[src/rtl/fetch_pkg.sv]
// rtl/fetch_pkg.sv - fetch unit shared types and default constants
package fetch_pkg;

    typedef enum logic [1:0] {
        FETCH = 2'd0,
        HOLD  = 2'd1,
        FLUSH = 2'd2
    } fetch_state_t;

    localparam logic [31:0] FETCH_RESET_PC = 32'h0000_0000;
    localparam int unsigned FETCH_PC_STEP  = 4;

endpackage

[src/rtl/fetch_skid_buf.sv]
// rtl/fetch_skid_buf.sv - one-entry {pc, instr} skid buffer behind the fetch output register
module fetch_skid_buf
    import fetch_pkg::*;
#(
    parameter int unsigned N = 32
) (
    input  logic         clk,
    input  logic         reset,
    input  logic         clear,
    input  logic         push,
    input  logic         pop,
    input  logic [N-1:0] in_pc,
    input  logic [N-1:0] in_instr,
    output logic         valid,
    output logic [N-1:0] out_pc,
    output logic [N-1:0] out_instr
);

    // Occupancy: clear wins, a push (even alongside a pop) refills the slot
    always_ff @(posedge clk) begin
        if (reset || clear) begin
            valid <= 1'b0;
        end else if (push) begin
            valid <= 1'b1;
        end else if (pop) begin
            valid <= 1'b0;
        end
    end

    // Payload captured on every push
    always_ff @(posedge clk) begin
        if (reset) begin
            out_pc    <= '0;
            out_instr <= '0;
        end else if (push) begin
            out_pc    <= in_pc;
            out_instr <= in_instr;
        end
    end

endmodule

[src/rtl/if_fetch_unit.sv]
// rtl/if_fetch_unit.sv - instruction fetch with redirect, output register and skid (FETCH_PERF_CNT_EN adds counters)
module if_fetch_unit
    import fetch_pkg::*;
#(
    parameter int unsigned  N        = 32,
    parameter logic [N-1:0] RESET_PC = N'(FETCH_RESET_PC),
    parameter int unsigned  PC_STEP  = FETCH_PC_STEP
) (
    input  logic         clk,
    input  logic         reset,
    input  logic         jmp_valid,
    input  logic [N-1:0] jmp_pc,
    output logic         imem_req,
    output logic [N-1:0] imem_addr,
    input  logic [N-1:0] imem_rdata,
    output logic         out_valid,
    input  logic         out_ready,
    output logic [N-1:0] out_pc,
    output logic [N-1:0] out_instr
`ifdef FETCH_PERF_CNT_EN
    ,
    output logic [31:0]  fetch_count,
    output logic [31:0]  stall_count
`endif
);

    fetch_state_t state, state_nxt;

    logic [N-1:0] pc;
    logic         pending;
    logic [N-1:0] pend_pc;

    logic         oreg_valid;
    logic [N-1:0] oreg_pc;
    logic [N-1:0] oreg_instr;

    logic         skid_valid;
    logic [N-1:0] skid_pc;
    logic [N-1:0] skid_instr;
    logic         skid_push;
    logic         skid_pop;

    logic         fire;

    assign imem_addr = pc;
    assign fire      = out_valid & out_ready;

    // Presented entry: output register first, otherwise the arriving response flows straight through
    always_comb begin
        out_valid = 1'b0;
        out_pc    = '0;
        out_instr = '0;
        if (!reset) begin
            if (oreg_valid) begin
                out_valid = 1'b1;
                out_pc    = oreg_pc;
                out_instr = oreg_instr;
            end else if (pending) begin
                out_valid = 1'b1;
                out_pc    = pend_pc;
                out_instr = imem_rdata;
            end
        end
    end

    // Next state, request strobe and skid control
    always_comb begin
        state_nxt = state;
        imem_req  = 1'b0;
        skid_pop  = fire & skid_valid;
        skid_push = pending & oreg_valid & (~fire | skid_valid);
        case (state)
            FETCH: begin
                imem_req = ~((out_valid & ~out_ready & pending) | skid_valid);
                if (skid_push && !skid_pop) begin
                    state_nxt = HOLD;
                end
            end
            HOLD: begin
                if (fire) begin
                    state_nxt = FETCH;
                end
            end
            FLUSH: begin
                imem_req  = 1'b1;
                state_nxt = FETCH;
            end
            default: begin
                state_nxt = FLUSH;
            end
        endcase
        if (jmp_valid) begin
            imem_req  = 1'b0;
            state_nxt = FLUSH;
        end
        if (reset) begin
            imem_req = 1'b0;
        end
    end

    // State, PC and in-flight request tracking; a redirect drops the outstanding response
    always_ff @(posedge clk) begin
        if (reset) begin
            state   <= FLUSH;
            pc      <= RESET_PC;
            pending <= 1'b0;
            pend_pc <= '0;
        end else begin
            state <= state_nxt;
            if (jmp_valid) begin
                pc      <= jmp_pc;
                pending <= 1'b0;
            end else begin
                pending <= imem_req;
                if (imem_req) begin
                    pc      <= pc + N'(PC_STEP);
                    pend_pc <= pc;
                end
            end
        end
    end

    // Output register: refilled from the skid (older) before the live response
    always_ff @(posedge clk) begin
        if (reset) begin
            oreg_valid <= 1'b0;
            oreg_pc    <= '0;
            oreg_instr <= '0;
        end else if (jmp_valid) begin
            oreg_valid <= 1'b0;
        end else if (oreg_valid) begin
            if (fire) begin
                if (skid_valid) begin
                    oreg_pc    <= skid_pc;
                    oreg_instr <= skid_instr;
                end else if (pending) begin
                    oreg_pc    <= pend_pc;
                    oreg_instr <= imem_rdata;
                end else begin
                    oreg_valid <= 1'b0;
                end
            end
        end else if (pending && !fire) begin
            oreg_valid <= 1'b1;
            oreg_pc    <= pend_pc;
            oreg_instr <= imem_rdata;
        end
    end

    fetch_skid_buf #(
        .N(N)
    ) u_skid (
        .clk       (clk),
        .reset     (reset),
        .clear     (jmp_valid),
        .push      (skid_push),
        .pop       (skid_pop),
        .in_pc     (pend_pc),
        .in_instr  (imem_rdata),
        .valid     (skid_valid),
        .out_pc    (skid_pc),
        .out_instr (skid_instr)
    );

`ifdef FETCH_PERF_CNT_EN
    // Transfer and back-pressure counters, free-running and wrapping
    always_ff @(posedge clk) begin
        if (reset) begin
            fetch_count <= '0;
            stall_count <= '0;
        end else begin
            if (fire) begin
                fetch_count <= fetch_count + 32'd1;
            end
            if (out_valid && !out_ready) begin
                stall_count <= stall_count + 32'd1;
            end
        end
    end
`endif

endmodule
[config.mk]
export PLATFORM = sky130hd
export DESIGN_NAME = if_fetch_unit
export DESIGN_NICKNAME = d
export VERILOG_FILES = /design/src/rtl/fetch_pkg.sv /design/src/rtl/fetch_skid_buf.sv /design/src/rtl/if_fetch_unit.sv
export SDC_FILE = /design/constraint.sdc
export NUM_CORES = 1
export LEC_CHECK = 0
export CAP_MARGIN = 20
export CORE_MARGIN = 2
export CORE_UTILIZATION = 48
export DETAILED_ROUTE_END_ITERATION = 7
export PLACE_DENSITY = 0.77
export RECOVER_POWER = 50
export SLEW_MARGIN = 20
export SYNTH_ARGS = -nofsm -noshare
export SYNTH_HDL_FRONTEND = slang
export SYNTH_HIERARCHICAL = 1
export SYNTH_SLANG_ARGS = --single-unit
[constraint.sdc]
create_clock -name clk -period 1.9 [get_ports clk]
set_input_delay 0.285 -clock clk [delete_from_list [all_inputs] [get_ports clk]]
set_output_delay 0.285 -clock clk [all_outputs]
set_load 0.1 [all_outputs]
==> impl_results.md, run 1 <==
- Drt pass-1 iters: 8
- Post-route setup TNS: -6.858 ns
- Initial antenna violation count: 0
- Number of enable flip-flop cells after synthesis: 0
- First-pass GRT wire length: 43.28 mm
- Hold Crit Class: input pin to register
- Root Buffer: clkbuf_16
- Placer congestion estimate: 0.8633
- Starting density of the core: 0.4925
- Post-Syn Nets: 1247
- CTS Buf Count: 17
- Startpoint Class: register
- GRT Overall Usage: 0.2619
- CP required: 1.62 ns
- Share of cells above drive strength 1: 0.3104
- Mapped Cells: 1178
- Fin area: ~14000 µm²
- Sink Count: 197
- CTS tree: yes
- Post-synth ARST share: 0
- Setup violations, final: 66
- M3 GR Usage: 0.04058
- Post-Syn Area per Cell: approximately 8 µm²
- Synth unique cells: 51
- Unrepaired setup endpoints after global routing: true
- Setup Skew: 0.008868 ns
- Final nets: 1409
- Pin count of the biggest net entering global routing: 85
- Worst Max-Slew Pin Slew: about 0.56 ns
- Yosys warns: 6
- Post-DP HPWL: approximately 18 mm
- PwrDens: around 700 nW/µm²
- Htree depth: 4
- Multiplexer share of the synthesized area: 0.07232
- Max-slew headroom: 0.6312
- Setup slack after layout: -0.2176 ns
- Number of global-route vias before repair: 8728
- Peak supply drop: 0.0006031 V
- P_leak: 4.674 nW
- Post-Synth Adder-Cell Area: 0.001349
- Post-route ant nets: 0
- Util after Layout: 0.7399
- N_diodes: 0
- GR peak layer: met2
- Die area: 20450 µm²
- Total gr overflow: 0
- Violations in the final reports: negative setup slack
- Post-synth design cell area: around 9000 µm²
- Die height: 143 µm
- XOR/XNOR share of the synthesized area: 0.02361
- Site Rows: 50
- Crit Path Max Fanout: 12
- Initial DRC count: 877
- Post-synthesis sequential area ratio: 0.4253
- DR WL/cell: around 19 µm
- Layout area overhead: 50.24%
- Die width: 143 µm
- Compound-Gate Fraction of Synth Area: 0.1562
- Met2 Usage GRT: 0.4273
- WP data arrival: 1.83 ns
- CTS Buffer Depth: 2
- Final Hold Fails: 0
- I/O pins: 166
- MaxCap Viol Count: 0
- Core area: 18830 µm²
- Crit Path Class: register to primary output
- Vias per std cell: 5.885
- Fmax: about 470 MHz
- #FFs+latches synth: 197
- Cell Area, Placed: 12520 µm²
- Most used DFF post-synth: dfxtp_1
- Port buffer count: 165
- CP Capture Type: primary output
- Fin crit period: 2.118 ns
- Status: finished, violations left
- Final slew viol count: 0
- Synth Area in Simple Gates: 0.2605
- Met1 usage: 0.3430
- Vias: 9492
- Tcrit/Tclk final: 1.115
- Total routed wirelength: 30.38 mm
- Clock-pin slew on the worst setup and hold paths: 0.07 ns
- Drt drc: 0
- Largest family of logic cells by synthesized area: simple AND/OR/NAND/NOR gates
- Insertion delay to the later sink of the worst-skew pair: 0.43 ns
-- per-layer routing --
metal  wire length (µm)  vias to the layer above
li1                   -                     4433
met1              12710                     4562
met2              14710                      422
met3               1981                       75
met4                972                        0
met5                  0                        -
-- timing repair --
action | CTS | global route
gates resized for setup | 26 | 115
pin swaps | 1 | 25
setup buffers | 1 | 17
setup endpoints to repair | 65 | 114
hold buffers | 0 | 0
cloned | 0 | 12
-- cell usage after synthesis (3+ instances only) --
master	count	area, µm²
buf_2	18	90.09
nor3_1	6	30.03
buf_8	5	75.07
a21oi_1	71	355.3
inv_1	6	22.52
nand3_1	76	380.4
xnor2_1	15	131.4
nor4_1	7	43.79
clkbuf_8	3	41.29
or3_1	3	18.77
buf_1	12	45.04
nand4_1	13	81.33
nor2_1	253	949.7
mux2i_1	67	670.6
dfxtp_1	197	3944
and3_1	7	43.79
o21ai_0	9	45.04
a211oi_1	15	112.6
nand2_1	180	675.7
and4_1	3	26.28
and2_1	3	18.77
clkbuf_1	64	240.2
xor2_1	10	87.58
a311oi_1	68	595.6
or4_1	3	22.52
buf_6	3	33.78
a22oi_1	32	240.2
-- state kept, by name, summed over array words and instances, names as in the netlist --
name and flops:
state 2, u_skid/valid 1, u_skid/out_pc 32, u_skid/out_instr 32
pend_pc 32, pending 1, imem_addr 32, oreg_pc 32
oreg_instr 32, oreg_valid 1
-- stage by stage --
| step | setup slack [ns] | hold slack (ns) | cells | power (mW) |
|---|---|---|---|---|
| after global routing | -0.2531 | 0.1358 | 1613 | 9.913 |
| after global placement | -0.2987 | 0.4442 | 1551 | 6.040 |
| after CTS | -0.2045 | 0.1163 | 1584 | 9.554 |
| after detailed placement | -0.3368 | 0.4523 | 1551 | 6.061 |
| after floorplan | -0.03295 | 0.3926 | 1178 | 5.503 |
| final | -0.2176 | 0.1258 | 1613 | 9.632 |
-- critical path, cell delays in order (launching register included) --
cell     delay, ns
dfxtp_2       0.36
buf_4         0.12
or3b_4        0.38
and3_4        0.20
nand3_4       0.10
inv_8         0.08
buf_12        0.17
-- final timing paths --
path / cells after the start / to / startpoint / slack, ns
worst max-delay path: 6 / imem_req / pending / -0.22
worst max register to register: 8 / oreg_instr[27] / pending / -0.11
worst min-delay path: 2 / pend_pc[27] / reset / 0.13
worst min register to register: 1 / state[0] / state[1] / 0.47
-- placed cells by master (no fill, tap or decap), types with 5 or more instances in the layout --
cell type	n
a211oi_1	14
a21oi_1	38
a21oi_2	30
a22oi_1	20
a22oi_2	12
a311oi_1	67
and3_1	5
buf_12	84
buf_4	45
buf_6	7
clkbuf_16	25
clkbuf_2	33
clkdlybuf4s50_1	65
dfxtp_1	165
dfxtp_2	10
dfxtp_4	22
inv_1	6
mux2i_1	67
nand2_1	169
nand2_2	6
nand2_4	5
nand3_1	75
nand4_1	13
nor2_1	159
nor2_2	20
nor2_4	74
nor4_2	5
o21ai_0	9
xnor2_1	15
xor2_1	10
-- area by class of cell --
| class | instances | area, µm² |
|---|---|---|
| well taps | 260 | 325.3 |
| inverters | 8 | 37.54 |
| repair buffers | 249 | 3209 |
| flip-flops and latches | 197 | 4039 |
| clock buffers | 20 | 446.7 |
| fillers | 1318 | 4897 |
| multi-input cells | 867 | 5749 |
| clock inverters | 12 | 126.4 |
-- cells by family (layout without fill, tap and decap cells) --
logic type / count (synthesis) / in the layout
fa+ha+maj: 1 / 1
buf+inv: 114 / 289
simple gates: 567 / 567
compound gates: 207 / 207
mux: 67 / 67
flops: 197 / 197
xor+xnor: 25 / 25
-- power by group --
group / switching (mW) / internal (mW)
Combinational: 1.10 / 0.561
Clock: 1.57 / 1.97
Sequential: 0.166 / 4.26
Total: 2.84 / 6.80
Note: power is estimated with default switching activity, not from simulation.
==> run 2: changes to the inputs <==
CELL_PAD_IN_SITES_DETAIL_PLACEMENT = 2   (was unset)
CELL_PAD_IN_SITES_GLOBAL_PLACEMENT = 2   (was unset)
CORE_UTILIZATION = 28   (was 48)
PLACE_DENSITY = unset   (was 0.77)
PLACE_DENSITY_LB_ADDON = 0.05   (was unset)
==> impl_results.md, run 2 (same netlist as run 1, synthesis figures left out) <==
- Vias per std cell: about 5.2
- R2r startpoint: pending
- Post-route ant nets: 0
- Hold endpoint: u_skid/out_pc[30]
- Peak supply drop: 0.0005586 V
- Slowest CP cell: dfxtp_2
- Finished Layout Cells: 1822
- I/O pins: 166
- # hold bufs at CTS: 0
- Logic pwr share: 0.179
- N_diodes: 0
- CTS Buffer Depth: 2
- Final nets: 1436
- Internal power: 6.828 mW
- Most frequent cells in the layout: nand2_1 (179), dfxtp_1 (164), nor2_1 (160)
- MaxCap Viol Count: 0
- Slowest cell delay on critical path: 0.33 ns
- Core area: 32540 µm²
- Dpl cells: 1754
- Clk pwr share: 0.376
- Initial DRC count: 460
- Sw power: 3.120 mW
- Flop pwr share: 0.445
- Fin crit period: just over 2 ns
- Number of global-route vias before repair: 9974
- Unrepaired setup endpoints after global routing: true
- Clock-pin slew on the worst setup and hold paths: roughly 0.080 ns
- Initial antenna violation count: 0
- Drt drc: 0
- Insertion delay to the later sink of the worst-skew pair: approximately 0.45 ns
- DR WL/cell: 20.44 µm
- Die height: 186.0 µm
- Flop2flop setup slack: 0.01 ns
- Sink Count: 197
- CP required: 1.62 ns
- WP data arrival: 1.79 ns
- Worst Hold Launch: reset
- Post-route setup TNS: -6.718 ns
- Most common cell after layout, fill and taps aside: nand2_1
- P_leak: 4.877 nW
- Root Buffer: clkbuf_16
- Total routed wirelength: 37.24 mm
- Final Power: 9.949 mW
- Hold path depth: 3
- GRT Overall Usage: 0.2174
- Fill cell count: ~3500
- Worst Max-Slew Pin Slew: 0.6130 ns
- Pin count of the biggest net entering global routing: 77
- Vias: 9435
- Hold Crit Class: input pin to register
- Crit Path Class: register to primary output
- Critical R2R Capture: oreg_instr[11]
- Tcrit/Tclk final: 1.092
- Port buffer count: 165
- First-pass GRT wire length: 58.37 mm
- Status: finished, violations left
- Final slew viol count: 0
- Layout area overhead: 59.84%
- CTS tree: yes
- Setup violations, final: 65
- Startpoint Class: register
- Max-slew headroom: 0.5913
- Die width: 186.0 µm
- Placer congestion estimate: about 0.75
- Die area: 34590 µm²
- CP Capture Type: primary output
- Fmax: 481.9 MHz
- Site Rows: 66
- Worst reg2reg path depth: 9
- Switching Fraction: 0.3137
- Drt pass-1 iters: 5
- Total gr overflow: 0
- CTS Buf Count: 17
- Starting density of the core: 0.2850
- Final Hold Fails: 0
- Crit Path Max Fanout: 8
- Most used cell, CP: buf_6
- Violations in the final reports: negative setup slack
- PwrDens: 671.2 nW/µm²
- Worst-path cell chain: buf_6 -> nor2b_4 -> buf_6 -> buf_16 -> a22oi_2 -> nor2_4 -> buf_12
- Setup slack after layout: -0.1749 ns
- Htree depth: 4
- Share of cells above drive strength 1: 0.3304
- Post-DP HPWL: ~23 mm
- Setup Skew: 0.01903 ns
[run 2: changes by cell type in the layout (fill, tap and decap cells not counted), moves of 8 or more]
cell and change:
a21oi_2 -11, a22oi_2 +20, nor2_4 +8, nand2_1 +10
a22oi_1 -20, buf_16 +14, buf_4 +8, nor2_2 -9
a21oi_4 +11
[run 2: stage by stage]
stage	area, µm²	setup WS, ns	util	hold slack (ns)
2_1_floorplan	9877	-0.03295	-	0.3926
3_3_place_gp	12980	-0.3499	0.3991	0.4695
3_5_place_dp	12980	-0.3908	0.3991	0.4716
4_1_cts	14650	-0.1702	0.4502	0.3434
5_1_grt	14820	-0.2458	0.4556	0.3655
6_report	14820	-0.1749	0.4556	0.3405
[run 2: worst max path at each step]
| stage | from | to | slack [ns] | cells past startpoint |
|---|---|---|---|---|
| CTS | pending | out_instr[17] | -0.17 | 7 |
| global route | pending | out_instr[31] | -0.25 | 7 |
| detailed placement | out_ready | imem_addr[21] | -0.39 | 6 |
| finish | pending | out_instr[31] | -0.17 | 7 |
| global placement | out_ready | imem_addr[21] | -0.35 | 6 |
| floorplan | imem_addr[15] | imem_addr[22] | -0.03 | 6 |
[run 2: repair_timing]
item | CTS | global route
pin swaps | 63 | 32
gates resized for setup | 133 | 40
setup buffers | 11 | 7
endpoints found under the setup margin | 83 | 137
cloned | 16 | 3
[run 2: worst max-delay path, delay by kind of cell, from the launching register on]
family,cells,cell delay [ns]
AOI/OAI and AO/OA,1,0.23
DFF,1,0.33
and+or+nand+nor,2,0.19
buffers and inverters,4,0.58
[run 2: final cells by class]
type                       instances  area [µm²]  share of cell area
inverter                           8       37.54            0.002532
clock inverter                    11       118.9            0.008019
multi-input combinational        867        5902              0.3982
sequential                       197        4040              0.2726
tap                              442       553.0             0.03731
timing repair buffer             276        3700              0.2496
clock buffer                      21       471.7             0.03182
[run 2: power by group through the flow]
stage / Clock [mW] / Sequential [mW] / Combinational (mW)
final: 3.74 / 4.42 / 1.78
after global placement: 0 / 4.50 / 1.63
after floorplan: 0 / 4.78 / 0.721
after detailed placement: 0 / 4.50 / 1.65
after global routing: 3.99 / 4.45 / 1.89
after CTS: 3.83 / 4.42 / 1.80
[run 2: routing by layer]
metal / share of wire / GRT usage / routed length (µm)
met1: 0.47 / 0.2961 / 17540
met2: 0.49 / 0.3731 / 18320
met3: 0.027 / 0.02426 / 1012
met4: 0.010 / 0.03906 / 377
met5: 0 / 0 / 0
==> run 3: changes to the inputs <==
CORE_UTILIZATION = 27   (was 28)
SYNTH_HIERARCHICAL = unset   (was 1)
==> impl_results.md, run 3 <==
- Status: finished, violations left
- Violations in the final reports: negative setup slack
- Max-slew headroom: 0.3790
- Layout area overhead: 60.19%
- I/O pins: 166
- Worst Max-Slew Pin Slew: 0.9314 ns
- CP top delay family: buffers and inverters
- Core area: 35740 µm²
- Final Power: 10.26 mW
- WP data arrival: 1.76 ns
- Crit Path Class: register to primary output
- Hold Crit Class: input pin to register
- Insertion delay to the later sink of the worst-skew pair: around 0.46 ns
- Worst-path cell chain: buf_16 -> buf_4 -> nand2_2 -> nor2_2 -> a21oi_2 -> nor2_4 -> buf_12
- Clock-pin slew on the worst setup and hold paths: about 0.08 ns
- Most common cell after layout, fill and taps aside: nand2_1
- First-pass GRT wire length: 63.17 mm
- Port buffer count: 165
- Post-route ant nets: 0
- CP bufs+invs: 3
- P_leak: 5.925 nW
- Drt pass-1 iters: 4
- Die area: between 30000 and 40000 µm²
- PwrDens: 650.2 nW/µm²
- MaxCap Viol Count: 0
- Synth unique cells: 43
- Drt drc: 0
- CTS Buffer Depth: 2
- Number of global-route vias before repair: 10810
- Tcrit/Tclk final: 1.074
- Initial antenna violation count: 1
- Mapped Cells: 1324
- Largest cells by area after synthesis: dfxtp_1 (40%), nand2_1 (10%), a21oi_1 (8.6%)
- Site Rows: 69
- Peak supply drop: 0.0006954 V
- Cell taking the most area after synthesis: dfxtp_1
- Post-DP HPWL: 24.64 mm
- Total routed wirelength: 42.06 mm
- Slowest CP cell: dfxtp_4
- Unrepaired setup endpoints after global routing: true
- DR WL/cell: 21.16 µm
- Post-route setup TNS: -5.702 ns
- Share of cells above drive strength 1: 0.3287
- Setup violations, final: between 70 and 80
- Area share of the largest cell type after synthesis: 0.4003
- Initial DRC count: 378
- Placer congestion estimate: 0.7628
- #FFs+latches synth: around 200
- Final nets: approximately 1600
- GRT Overall Usage: 0.2115
- Slowest cell delay on critical path: roughly 0.45 ns
- Yosys warns: 0
- Post-Syn Nets: 1393
- CTS tree: yes
- Most used DFF post-synth: dfxtp_1
- Flop2flop setup slack: -0.03 ns
- Pin count of the biggest net entering global routing: 78
- Crit Path Max Fanout: 18
- Post-Syn Area per Cell: roughly 7.4 µm²
- Fin crit period: approximately 2.0 ns
- Setup Skew: 0.01007 ns
- Final slew viol count: 0
- Htree depth: 4
- Post-synth ARST share: 0
- Most instantiated library cell after synthesis: nand2_1
- Number of enable flip-flop cells after synthesis: 0
- Cell Area, Placed: between 10000 and 15000 µm²
- Root Buffer: clkbuf_16
- CP required: between 1.5 and 2 ns
- Starting density of the core: 0.2757
- Startpoint Class: register
- Synth cell count leaders: nand2_1 (274), dfxtp_1 (197), a21oi_1 (170)
- Total gr overflow: 0
- Die height: around 200 µm
- Setup slack after layout: -0.1402 ns
- CTS Buf Count: 17
- Most frequent cells in the layout: nand2_1 (258), dfxtp_1 (168), a21oi_1 (108), buf_4 (108), buf_12 (93)
- Fill cell count: 3867
- CP Capture Type: primary output
- Fin area: 15780 µm²
- Fmax: 490.2 MHz
- Vias per std cell: about 5.2
- Post-synth design cell area: 9853 µm²
- Vias: 10320
- Post-synthesis sequential area ratio: 0.4003
- Die width: 195.0 µm
- N_diodes: 0
- Final Hold Fails: 0
- Sink Count: a little under 200
[run 3: kinds of logic (layout without fill, tap and decap cells)]
kind of cell,Yosys count,after routing,share of synthesized area
muxes,67,67,0.06806
AOI/OAI and AO/OA,336,336,0.2039
adders and majority gates,1,1,0.001270
and+or+nand+nor,564,564,0.2512
DFF,197,197,0.4003
buffers and inverters,131,334,0.05041
xor gates and xnor gates,28,28,0.02489
[run 3: worst min-delay path: stages]
cell     delay [ns]
buf_8          0.13
buf_4          0.20
a21oi_1        0.05
[run 3: stage by stage]
stage / hold slack, ns / std cells / worst slack (ns) / utilization
after floorplan: 0.4193 / 1324 / -0.1786 / -
after global placement: 0.4412 / 1914 / -0.2126 / 0.3860
after detailed placement: 0.4497 / 1914 / -0.2467 / 0.3860
after CTS: 0.2449 / 1964 / -0.1494 / 0.4267
after global routing: 0.2568 / 1988 / -0.2552 / 0.4416
final: 0.2651 / 1988 / -0.1402 / 0.4416
[run 3: area by class of cell]
cell class | instances | area [µm²] | area share
flip-flops and latches | 197 | 4048 | 0.2564
inverters | 4 | 15.01 | 0.0009512
clock buffers | 20 | 467.9 | 0.02965
multi-input cells | 996 | 6566 | 0.4160
repair buffers | 298 | 3961 | 0.2510
clock inverters | 12 | 148.9 | 0.009433
well taps | 461 | 576.8 | 0.03654
[run 3: power breakdown]
group | internal (mW) | switching, mW
Sequential | 4.21 | 0.0826
Clock | 2.19 | 1.77
Combinational | 0.694 | 1.32
Total | 7.09 | 3.17
[run 3: repair_timing]
action                     in CTS  in global routing
setup endpoints to repair      67                 87
resized for setup             123                102
pin swaps                      10                 35
gates cloned                   11                  9
setup buffers                   7                 15
hold buffers                    0                  0
[run 3: path summary, 6_finish.rpt]
check	end	cells after the start	from
worst max-delay path	out_pc[0]	7	pending
worst min-delay path	u_skid.out_instr[28]	3	reset
worst max register to register	oreg_pc[26]	8	oreg_valid
worst min register to register	u_skid.out_instr[14]	2	u_skid.out_instr[14]
[run 3: metal layers]
metal | vias to the layer above | wire [µm] | track usage
met3 | 24 | 1699 | 0.04663
met2 | 160 | 20200 | 0.3603
met4 | 0 | 553 | 0.03845
met1 | 5192 | 19610 | 0.2763
li1 | 4941 | - | -
met5 | - | 0 | 0
==> edit: new RTL, config.mk and constraints of run 1 <==
`N` is set to 32 in 2 places; all go to 48.
--- a/src/rtl/fetch_skid_buf.sv
+++ b/src/rtl/fetch_skid_buf.sv
@@ -2,7 +2,7 @@
 module fetch_skid_buf
     import fetch_pkg::*;
 #(
-    parameter int unsigned N = 32
+    parameter int unsigned N = 48
 ) (
     input  logic         clk,
     input  logic         reset,
--- a/src/rtl/if_fetch_unit.sv
+++ b/src/rtl/if_fetch_unit.sv
@@ -2,7 +2,7 @@
 module if_fetch_unit
     import fetch_pkg::*;
 #(
-    parameter int unsigned  N        = 32,
+    parameter int unsigned  N        = 48,
     parameter logic [N-1:0] RESET_PC = N'(FETCH_RESET_PC),
     parameter int unsigned  PC_STEP  = FETCH_PC_STEP
 ) (
Interface: changed (5 resized); port bits go from 166 to 246. No check against the original RTL was run, so the function may have changed too.
==> edit against run 1 <==
- the flow still finishes with violations (setup timing)
- final area up 57%
- critical path type unchanged
- power increased by 66%
- first-iteration DRC count up 60%
- worst setup slack got worse by 0.18 ns
- synthesized cell count is 44% higher
- clock skew rose by 0.0049 ns
- hold slack gained 0.10 ns
- via count increased by 53%
- synthesized area up 46%
- critical endpoint is now out_pc[23]
- maximum frequency fell by 7.9%
- global-route usage up 5.2 points
- sequential cell count grew 96
- wire length grew 63%
==> edit: results (changes against run 1) <==
Run status
  • Status: complete, but fails checks
  • Failing checks: setup timing

Place
  • PortBufs: 245 (+48%)
  • Placed inst area: 18700 sq um (+50%)
  • Pre-CTS setup slack: -0.743 ns (-0.406 ns)
  • GP Congestion: 0.868 (+0.51%)

Cells and area
  • Comb_multi_in: 1236 (+43%)
  • Final core occ: 78.9% (+4.9 points)
  • Share of layout cells above drive strength 1: 34.3% (+3.2 points)
  • Multi-input logic area: 8650 sq um (+51%)
  • Non-Filler Instances: 2396 (+49%)
  • FF+latch area: 5970 sq um (+48%)
  • ClkCell Share: 5.16% (+1.1 points)
  • Number of non-clock inverters in the layout: 11 (+3)
  • Clock Buffer Count: 46 (+130%)

Synthesis
  • Post-Syn Area per Cell: 7.98 sq um (+1.4%)
  • Cell variety after synth: 49 (-3.9%)
  • Most frequent cells after synthesis: nor2_1 (324), dfxtp_1 (293), nand2_1 (222), clkbuf_1 (129), a21oi_1 (125)
  • Largest cells by area after synthesis: dfxtp_1 (43%), nor2_1 (9.0%), mux2i_1 (8.1%)

GRT
  • Global-route wire length before repair: 74.8 mm (+73%)
  • Global Route Usage Sum: 31.4% (+5.2 points)
  • Met2 Usage GRT: 52.7% (+10 points)

Timing
  • Final worst slack: -0.398 ns (-0.181 ns)
  • Final setup fails: 322 (+390%)
  • Setup TNS: -66.94 ns (-60.08 ns)
  • Hold_ws: 0.231 ns (+0.105 ns)

Power and ir drop
  • Lkg Pwr: 7.75 nW (+66%)

Clocking
  • Post-CTS setup repair buffer count: 25 (+24)
  • Clk buf depth: 3 (+1)
  • Resized cells post-CTS: 198 (+660%)
  • CTS Sinks: 293 (+49%)
  • Clock Latency Late Sink: 0.56 ns (+0.13 ns)
  • H-tree lvl count: 1 (-3)

Worst setup path
  • Critical-path top delay cell: dfxtp_4
  • CP endpoint: out_pc[23]
  • Worst reg2reg setup slack: -0.37 ns (-0.26 ns)
  • Arrival @ worst endpoint: 2.01 ns (+0.18 ns)
  • Worst reg2reg endpoint: oreg_pc[9]
  • Cell family with most CP delay: buffers and inverters
  • Reg2reg path depth: 9 (+1)

Detailed routing
  • Metal3 WL: 3.94 mm (+99%)
  • Vias/cell: 6.06 (+3.0%)
  • Final WL: 49.7 mm (+63%)
  • Met2 wire len: 23.8 mm (+62%)

Min path
  • Hold EP: imem_addr[1]
  • Worst hold stages: 3 (+1)

Floorplanning
  • TAP cells: 378 (+45%)
==> edit: changes by cell type in the layout (fill, tap and decap cells not counted), sizes merged, moves of 12 or more <==
| cell | run 1 | this run |
|---|---|---|
| nand3 | 78 | 117 |
| a311oi | 68 | 98 |
| dfxtp | 197 | 293 |
| clkdlybuf4s50 | 65 | 97 |
| a21oi | 71 | 125 |
| nor2 | 253 | 324 |
| buf | 139 | 290 |
| a22oi | 32 | 48 |
| mux2i | 67 | 110 |
| clkbuf | 64 | 76 |
| and3 | 8 | 58 |
| nand2 | 180 | 222 |
==> edit: kinds of logic after synthesis <==
family | synth area share [%]
buf+inv | 5.41
fa+ha+maj | 0.0923
compound gates | 15.4
simple gates | 25.1
flops | 43.3
xor+xnor | 2.46
mux | 8.21
==> edit: where the power goes <==
group          total (W)  internal (W)  switching [W]
clock            0.00666       0.00408        0.00258
sequential       0.00652       0.00634       0.000187
combinational    0.00279       0.00103        0.00176
